## config.mk

```make
export PLATFORM = sky130hd
export DESIGN_NAME = mem_port_arbiter
export DESIGN_NICKNAME = d
export VERILOG_FILES = /design/src/rtl/mem_port_arbiter.sv
export SDC_FILE = /design/constraint.sdc
export NUM_CORES = 1
export LEC_CHECK = 0
export CORE_MARGIN = 2
export CORE_UTILIZATION = 32
export DETAILED_ROUTE_END_ITERATION = 7
export GPL_ROUTABILITY_DRIVEN = 0
export HOLD_SLACK_MARGIN = 0.15
export PLACE_DENSITY = 0.77
export SLEW_MARGIN = 20
export SYNTH_ARGS = -nofsm -noshare
export SYNTH_HDL_FRONTEND = slang
export SYNTH_SLANG_ARGS = --single-unit
export TNS_END_PERCENT = 1
```

## constraint.sdc

```tcl
create_clock -name Iclk -period 1.4 [get_ports Iclk]
set_input_delay 0.28 -clock Iclk [delete_from_list [all_inputs] [get_ports Iclk]]
set_output_delay 0.28 -clock Iclk [all_outputs]
set_load 0.005 [all_outputs]
```

## src/rtl/mem_port_arbiter.sv

```systemverilog
// mem_port_arbiter
// Shares the single-port unified memory between the host load/inspect port and
// the CPU core. At most one access is granted per cycle. The core may lock the
// port for multi-word transfers; the lock is bounded so a waiting host is served
// after MAX_LOCK consecutive locked core grants. Reads return through a 2-cycle
// pipeline into per-requester hold registers with a one-cycle valid pulse.
module mem_port_arbiter #(
    parameter int AW       = 7,
    parameter int DW       = 16,
    parameter int MAX_LOCK = 4
) (
    input  logic          Iclk,
    input  logic          Ireset,
    // host port
    input  logic          h_req,
    input  logic          h_wrb,
    input  logic [AW-1:0] h_addr,
    input  logic [DW-1:0] h_wdata,
    output logic          h_gnt,
    output logic          h_rvalid,
    output logic [DW-1:0] h_rdata,
    // core port
    input  logic          c_req,
    input  logic          c_we,
    input  logic          c_lock,
    input  logic [AW-1:0] c_addr,
    input  logic [DW-1:0] c_wdata,
    output logic          c_gnt,
    output logic          c_rvalid,
    output logic [DW-1:0] c_rdata,
    // memory port
    output logic          m_en,
    output logic          m_we,
    output logic [AW-1:0] m_addr,
    output logic [DW-1:0] m_wdata,
    input  logic [DW-1:0] m_rdata,
    // status
    output logic          lock_act
);

    localparam int            CW           = $clog2(MAX_LOCK + 1);
    localparam logic [CW-1:0] LOCK_MAX     = CW'(MAX_LOCK);
    localparam logic [0:0]    ST_IDLE      = 1'b0;
    localparam logic [0:0]    ST_CORE_LOCK = 1'b1;
    localparam logic          WIN_HOST     = 1'b0;
    localparam logic          WIN_CORE     = 1'b1;

    logic [0:0]    state_q,    state_d;
    logic          last_win_q, last_win_d;
    logic [CW-1:0] lock_cnt_q, lock_cnt_d;
    logic          h_rd_q,     h_rd_d;
    logic          c_rd_q,     c_rd_d;
    logic          h_rvalid_q, h_rvalid_d;
    logic          c_rvalid_q, c_rvalid_d;
    logic [DW-1:0] h_rdata_q,  h_rdata_d;
    logic [DW-1:0] c_rdata_q,  c_rdata_d;

    logic          host_win;
    logic          core_win;
    logic [CW-1:0] cnt_next;

    // Winner selection: an unexpired core lock first, otherwise round-robin on ties.
    always_comb begin
        // NOTE: every signal gets a default first so no path leaves it unassigned (no latch).
        host_win = 1'b0;
        core_win = 1'b0;
        if (!Ireset) begin
            if (state_q == ST_CORE_LOCK && c_req && (!h_req || lock_cnt_q < LOCK_MAX)) begin
                core_win = 1'b1;
            end else if (h_req && c_req) begin
                if (last_win_q == WIN_CORE) host_win = 1'b1;
                else                        core_win = 1'b1;
            end else if (h_req) begin
                host_win = 1'b1;
            end else if (c_req) begin
                core_win = 1'b1;
            end
        end
    end

    // Memory drive: steer the winner's request onto the memory port.
    always_comb begin
        h_gnt   = host_win;
        c_gnt   = core_win;
        m_en    = host_win | core_win;
        m_we    = 1'b0;
        m_addr  = '0;
        m_wdata = '0;
        if (host_win) begin
            m_we    = ~h_wrb;
            m_addr  = h_addr;
            m_wdata = h_wdata;
        end else if (core_win) begin
            m_we    = c_we;
            m_addr  = c_addr;
            m_wdata = c_wdata;
        end
    end

    // Arbitration state: last winner, lock FSM and bounded lock counter.
    always_comb begin
        last_win_d = last_win_q;
        if (host_win) last_win_d = WIN_HOST;
        if (core_win) last_win_d = WIN_CORE;

        cnt_next = lock_cnt_q;
        if (core_win && c_lock && h_req && lock_cnt_q != LOCK_MAX) begin
            cnt_next = lock_cnt_q + CW'(1);
        end

        // Hitting the bound while the host waits forces the port back to IDLE.
        state_d = ST_IDLE;
        if (core_win && c_lock && !(h_req && cnt_next == LOCK_MAX)) begin
            state_d = ST_CORE_LOCK;
        end

        lock_cnt_d = (state_d == ST_IDLE) ? '0 : cnt_next;
    end

    // Read return pipeline: tag in N, capture memory data at end of N+1, pulse in N+2.
    always_comb begin
        h_rd_d     = host_win & h_wrb;
        c_rd_d     = core_win & ~c_we;
        h_rvalid_d = h_rd_q;
        c_rvalid_d = c_rd_q;
        h_rdata_d  = h_rd_q ? m_rdata : h_rdata_q;
        c_rdata_d  = c_rd_q ? m_rdata : c_rdata_q;
    end

    // State registers; reset clears in-flight reads and hold registers.
    always_ff @(posedge Iclk or posedge Ireset) begin
        if (Ireset) begin
            state_q    <= ST_IDLE;
            last_win_q <= WIN_CORE;
            lock_cnt_q <= '0;
            h_rd_q     <= 1'b0;
            c_rd_q     <= 1'b0;
            h_rvalid_q <= 1'b0;
            c_rvalid_q <= 1'b0;
            h_rdata_q  <= '0;
            c_rdata_q  <= '0;
        end else begin
            // NOTE: non-blocking assignments so every flop samples pre-edge values.
            state_q    <= state_d;
            last_win_q <= last_win_d;
            lock_cnt_q <= lock_cnt_d;
            h_rd_q     <= h_rd_d;
            c_rd_q     <= c_rd_d;
            h_rvalid_q <= h_rvalid_d;
            c_rvalid_q <= c_rvalid_d;
            h_rdata_q  <= h_rdata_d;
            c_rdata_q  <= c_rdata_d;
        end
    end

    assign h_rvalid = h_rvalid_q;
    assign c_rvalid = c_rvalid_q;
    assign h_rdata  = h_rdata_q;
    assign c_rdata  = c_rdata_q;
    assign lock_act = (state_q == ST_CORE_LOCK);

endmodule

```

==> metrics.yaml <==
status: "finished, violations left"
violations: "setup timing"
wirelength_microns: 5430
cp-start-kind: "flip-flop"
cp_cell_sequence: "and3b_2 -> nor3_4 -> buf_4 -> a22o_1 -> buf_2"
syn_area_sq_um: 1920
setup_viol: 27
leakage_nw: 1.62
peakVddDrop_mv: 0.761
overflow: 0
clkSinkCount: 41
drt-initial-drc-count: 58
io_pins: 131
firstDrtPassIters: 4
drt-wirelength-per-cell_microns: 14.9
core_sq_um: 5850
critPathArrivalTime_ns: 1.64
htree_levels: 2
slowest_delay_ns: 0.38
period_needed_ns: 1.92
clock_latency_ns: 0.29
portBuffers: 130
synth_cells: 141
std_cell_rows: 28
syn_nets: 212
setup_ws_ns: -0.518
min_period_over_period_pct: 137
cts-buffers-inserted: 5
fin_hold_ws_ns: 0.233
synth_edf_count: 0
crit_family: "simple AND/OR/NAND/NOR gates"
end_kind: "primary output"
final_hold_viol_count: 0
clock-root-buffer: "clkbuf_8"
path_class: "reg2out"
grt_pass1_vias: 1702
p_per_area_nw_per_um2: 1060
areaGrowthSynthToFinish_pct: 77.2
ys_warn_count: 0
synth_top_flop_cell: "dfrtp_1"
ys_seq_elements: 41
syn_area_per_cell_sq_um: 13.6
synth_top_area_share_pct: 52.0
grt_pass1_wl_microns: 7740
pre_cts_slack_ns: -0.973
fillers: 521
place_area_sq_um: 3440
antenna_left: 0
worst-path-buf-inv: 2
synth.area.top_cells: "dfrtp_1 52%, mux2_2 19%, a22o_1 11%"
max_freq_mhz: 521
yosysTopAreaCell: "dfrtp_1"
vias_per_cell: 4.81
die_y_microns: 81.5
antenna-diode-count: 0
hold_path_class: "in2async"
yosys-top-cells-count: "40 x dfrtp_1, 33 x mux2_2, 25 x a22o_1"
rsz0062_at_grt: "true"
finClkSkew_ns: 0.00177
seq_area_frac_synth_pct: 53.4
slew_violations: 0
clock_path_buffers: 2
cp_max_fo: 6
clk_pin_slew_ns: 0.07
slew_headroom_pct: 80.6
vias: 1757
drcViolationCount: 0
cp_slowest_cell: "dfrtp_1"
synth_most_common_cell: "dfrtp_1"
use_met3_pct: 4.73
track_usage_pct: 15.3
layout-drive-gt1-share_pct: 33.8
busiest_layer: "met2"
holdBufCountCts: 0
antenna_found_initial: 0
dp_hpwl_microns: 4050
initial_core_util_pct: 32.9
synth_cell_types: 29
finalInstanceArea_sq_um: 3410
ys_async_sr_fraction_pct: 100
nNetsFinal: 361
grt_max_degree: 42
cts_tree: "built"
p_total_mw: 3.60
die_w_microns: 81.5
drv_cap: 0
tightest_slew_ns: 0.288
cp_data_required_time_ns: 1.12
gr-usage-met2_pct: 28.5
die-area_sq_um: 6650
globalRouteMet1Util_pct: 16.3
[repair_timing]
action,in CTS,in global routing
endpoints found under the setup margin,64,29
buffers inserted,3,0
gates cloned,1,2
gates resized for setup,139,18
pin swaps,6,11
[per-stage QoR]
step	cells	TNS [ns]	utilization, %
finish	365	-12.56	58.3
global route	365	-15.18	58.3
CTS	365	-14.52	59.7
detailed placement	354	-26.04	58.8
global placement	354	-26.05	58.8
floorplan	141	-1.66	-
[worst register-to-register path: cells and delay by family (launching register included)]
| family | cells | cell delay, ns |
|---|---|---|
| DFF | 1 | 0.39 |
| AOI/OAI and AO/OA | 2 | 0.51 |
| buffers and inverters | 1 | 0.15 |
| and+or+nand+nor | 1 | 0.22 |
[placed cells by master, fill, tap and decap left out, types with 3 or more instances in the layout]
master           count
nor2_1               3
buf_4               16
inv_1                5
a22o_1              25
dlygate4sd2_1       37
clkbuf_8             5
buf_12               3
dfrtp_1             40
mux2_2              33
buf_2               26
clkdlybuf4s50_1     65
nor2b_1              3
[flip-flops by register name, summed over array words and instances (netlist names)]
name	count
c_rvalid	1
lock_act	1
h_rd_q	1
last_win_q	1
c_rdata	16
lock_cnt_q	3
c_rd_q	1
h_rdata	16
h_rvalid	1
[final timing paths]
check	startpoint	end	slack [ns]	cells past startpoint
worst max-delay path	lock_act	m_wdata[8]	-0.52	5
worst min-delay path	Ireset	c_rdata[3]	0.23	3
worst max register to register	lock_cnt_q[2]	lock_act	0.06	4
worst min register to register	c_rdata[5]	c_rdata[5]	0.50	1
max in group asynchronous	Ireset	last_win_q	0.92	3
min in group Iclk	c_req	last_win_q	0.49	2
[per-layer routing]
| layer | vias up | wire length, microns |
|---|---|---|
| met5 | - | 0 |
| met4 | 0 | 90 |
| met3 | 7 | 528 |
| met2 | 95 | 2750 |
| met1 | 833 | 2060 |
| li1 | 822 | - |
[report_power, final]
part | total [mW] | internal (mW) | switching (mW) | leakage [nW]
clock | 0.888 | 0.518 | 0.370 | 0.0540
combinational | 1.15 | 0.758 | 0.396 | 1.06
sequential | 1.56 | 1.45 | 0.116 | 0.500
total | 3.60 | 2.72 | 0.882 | 1.62
[kinds of logic (layout without fill, tap and decap cells)]
kind of cell / Yosys count / in the layout / share of synthesized area (%)
AO/OA/AOI/OAI: 32 / 32 / 15.0
XOR/XNOR: 1 / 1 / 0.455
adder cells (fa/ha/maj): 2 / 2 / 1.30
buffers and inverters: 14 / 163 / 3.97
flip-flops: 41 / 41 / 53.4
multiplexers: 35 / 35 / 20.4
AND/OR/NAND/NOR: 16 / 16 / 5.59
[cell type report]
cell class	count	area, sq um	area share [%]
well taps	75	93.8	2.75
inverters	5	18.8	0.550
multi-input cells	86	842	24.7
clock inverters	2	35.0	1.03
repair buffers	151	1330	38.8
clock buffers	5	68.8	2.02
flip-flops and latches	41	1030	30.1
Power figures use the tool's default switching activity.
==> variant (same flow settings) <==
Change the parameter `AW` from 7 to 9.
--- a/src/rtl/mem_port_arbiter.sv
+++ b/src/rtl/mem_port_arbiter.sv
@@ -7,3 +7,3 @@
 module mem_port_arbiter #(
-    parameter int AW       = 7,
+    parameter int AW       = 9,
     parameter int DW       = 16,
Ports: changed (resized c_addr, h_addr and m_addr); port bits go from 131 to 137. The function was not compared with the original's and may differ.
==> variant against the original RTL <==
- the flow still finishes with violations (setup timing)
- fmax about the same
- cell count increased by 3.6%
- setup slack worse by 1.5 ps
- global-route usage grew 1.8 points
- cell area increased by 4.1%
- sequential cell count unchanged
- register-to-register slack worse by 30 ps
- core utilization increased by 2.4 points
- area after synthesis shrank 0.46%
- wire length is 7.0% higher
- total power fell by 6.3%
- synthesized cell count is 2.8% higher
- largest power group unchanged
- count of clock-buffer cells in the layout rose by 1
==> variant: results (changes against the original RTL) <==
| Metric | Value |
|---|---|
| Status | `finished, violations left` |
| Failing checks | `setup timing` |
| Synth cell types | `28 (-3.4%)` |
| Share of layout cells above drive strength 1 | `24.4% (-9.4 points)` |
| Clock Path Buffers | `2 (unchanged)` |
| Antenna cells | `0 (unchanged)` |
| Final Routed Wirelength | `5.81 mm (+7.0%)` |
| CTS buffer count | `5 (unchanged)` |
| Initial antenna violation count | `0 (unchanged)` |
| Critical path peak fanout | `7 (+1)` |
| Post-synth top cells | `dfrtp_1, mux2_1, a22o_1` |
| Net Count, Synth | `220 (+3.8%)` |
| Peak supply drop | `461 uV (-39%)` |
| First-pass GRT wire length | `8.74 mm (+13%)` |
| Finished Layout Cells | `378 (+3.6%)` |
| PnR worst setup slack | `-520 ps (-1.47 ps)` |
| DPL Wire Length | `4.20 mm (+3.5%)` |
| Top cells by area, synth | `dfrtp_1, mux2_1, a22o_1, dfstp_2, buf_2` |
| Worst Max-Slew Pin Slew | `312 ps (+23.8 ps)` |
| Post-synth ARST share | `100% (unchanged)` |
| R2r worst-path depth | `6 (+2)` |
| Setup Viol. Count Final | `28 (+3.7%)` |
| Vias in the first global route | `1817 (+6.8%)` |
| Vias per inst | `4.68 (-2.7%)` |
| Yosys warns | `0 (unchanged)` |
| Largest net degree at the start of global routing | `42 (unchanged)` |
| # H-tree levels | `2 (unchanged)` |
| Fin Setup TNS | `-12950 ps (-389 ps)` |
| Clk_lat worst skew | `290 ps (about the same)` |
| Root Buffer | `clkbuf_8` |
| Drt initial violations | `44 (-24%)` |
| Hold crit path type | `primary input to asynchronous set/reset pin` |
| Sequential share of the synthesized area | `53.6% (+0.24 points)` |
| 1st-pass router iterations | `4 (unchanged)` |
| Count of input and output buffers | `136 (+4.6%)` |
| Clk slew on worst S/H paths | `80 ps` |
| Overall global routing resource usage | `17.1% (+1.8 points)` |
| WP data arrival | `1640 ps (about the same)` |
| Syn avg cell area | `13.2 um^2 (-3.2%)` |
| Max Clock Skew | `8.45 ps (+6.67 ps)` |
| Dpl cells | `365 (+3.1%)` |
| Lkg Pwr | `0.00167 uW (+3.6%)` |
variant: cell types whose count changed in the layout (fill, tap and decap cells not counted), sizes merged, moves of 2 or more:
cell           delta
clkbuf            +3
clkdlybuf4s50     +4
nor2              +2
buf               +4
variant: cell type report:
class | count | area, um^2
Multi-Input combinational cell | 89 | 872
Inverter | 6 | 22.5
Timing Repair Buffer | 160 | 1450
Fill cell | 506 | 2300
Clock inverter | 1 | 7.51
Sequential cell | 41 | 1030
Clock buffer | 6 | 82.6
Tap cell | 75 | 93.8
variant: layer usage:
| metal | vias to the layer above | routed length [um] | GRT usage (%) |
|---|---|---|---|
| met4 | 0 | 51 | 2.88 |
| met1 | 851 | 2560 | 22.1 |
| met5 | - | 0 | 0 |
| met2 | 64 | 2840 | 29.0 |
| li1 | 847 | - | - |
| met3 | 8 | 357 | 4.78 |
variant: critical path, cell delays in order, from the launching register on:
cell	delay, ps
dfstp_2	590
a31oi_4	130
buf_12	150
buf_12	120
a22o_1	230
buf_2	130
variant: power by group:
part | internal, uW | switching (uW) | total, uW
clock | 389 | 381 | 770
combinational | 691 | 376 | 1070
sequential | 1430 | 114 | 1540
total | 2510 | 871 | 3380
variant: per-stage QoR:
step	util (%)	area, um^2	power (uW)	setup slack, ps
final	60.7	3550	3380	-520
after global routing	60.7	3550	3610	-601
after CTS	62.4	3650	3460	-616
after detailed placement	59.7	3490	2820	-918
after global placement	59.7	3490	2790	-898
after floorplan	-	1920	1900	-125
variant: cell families (layout without fill, tap and decap cells):
family          count (synthesis)  after routing  synth area share, %
mux                            35             35                 20.4
simple gates                   17             17                 5.36
fa+ha+maj                       2              2                 1.31
buf+inv                        15            173                 4.05
xor+xnor                        1              1                0.457
flops                          41             41                 53.6
compound gates                 34             34                 14.8
variant: timing repair:
item | in CTS | in global routing
pin swaps | 4 | 17
buffers inserted | 5 | 1
gates resized for setup | 149 | 25
setup endpoints to repair | 64 | 30
cloned | 2 | 1
variant: worst paths after layout:
kind	from	endpoint	slack (ps)
worst max-delay path	last_win_q	m_addr[6]	-520
worst min-delay path	Ireset	lock_act	310
worst max register to register	lock_cnt_q[2]	c_rd_q	30
worst min register to register	h_rdata[6]	h_rdata[6]	480
max in group asynchronous	Ireset	last_win_q	840
min in group Iclk	h_rdata[6]	h_rdata[6]	480
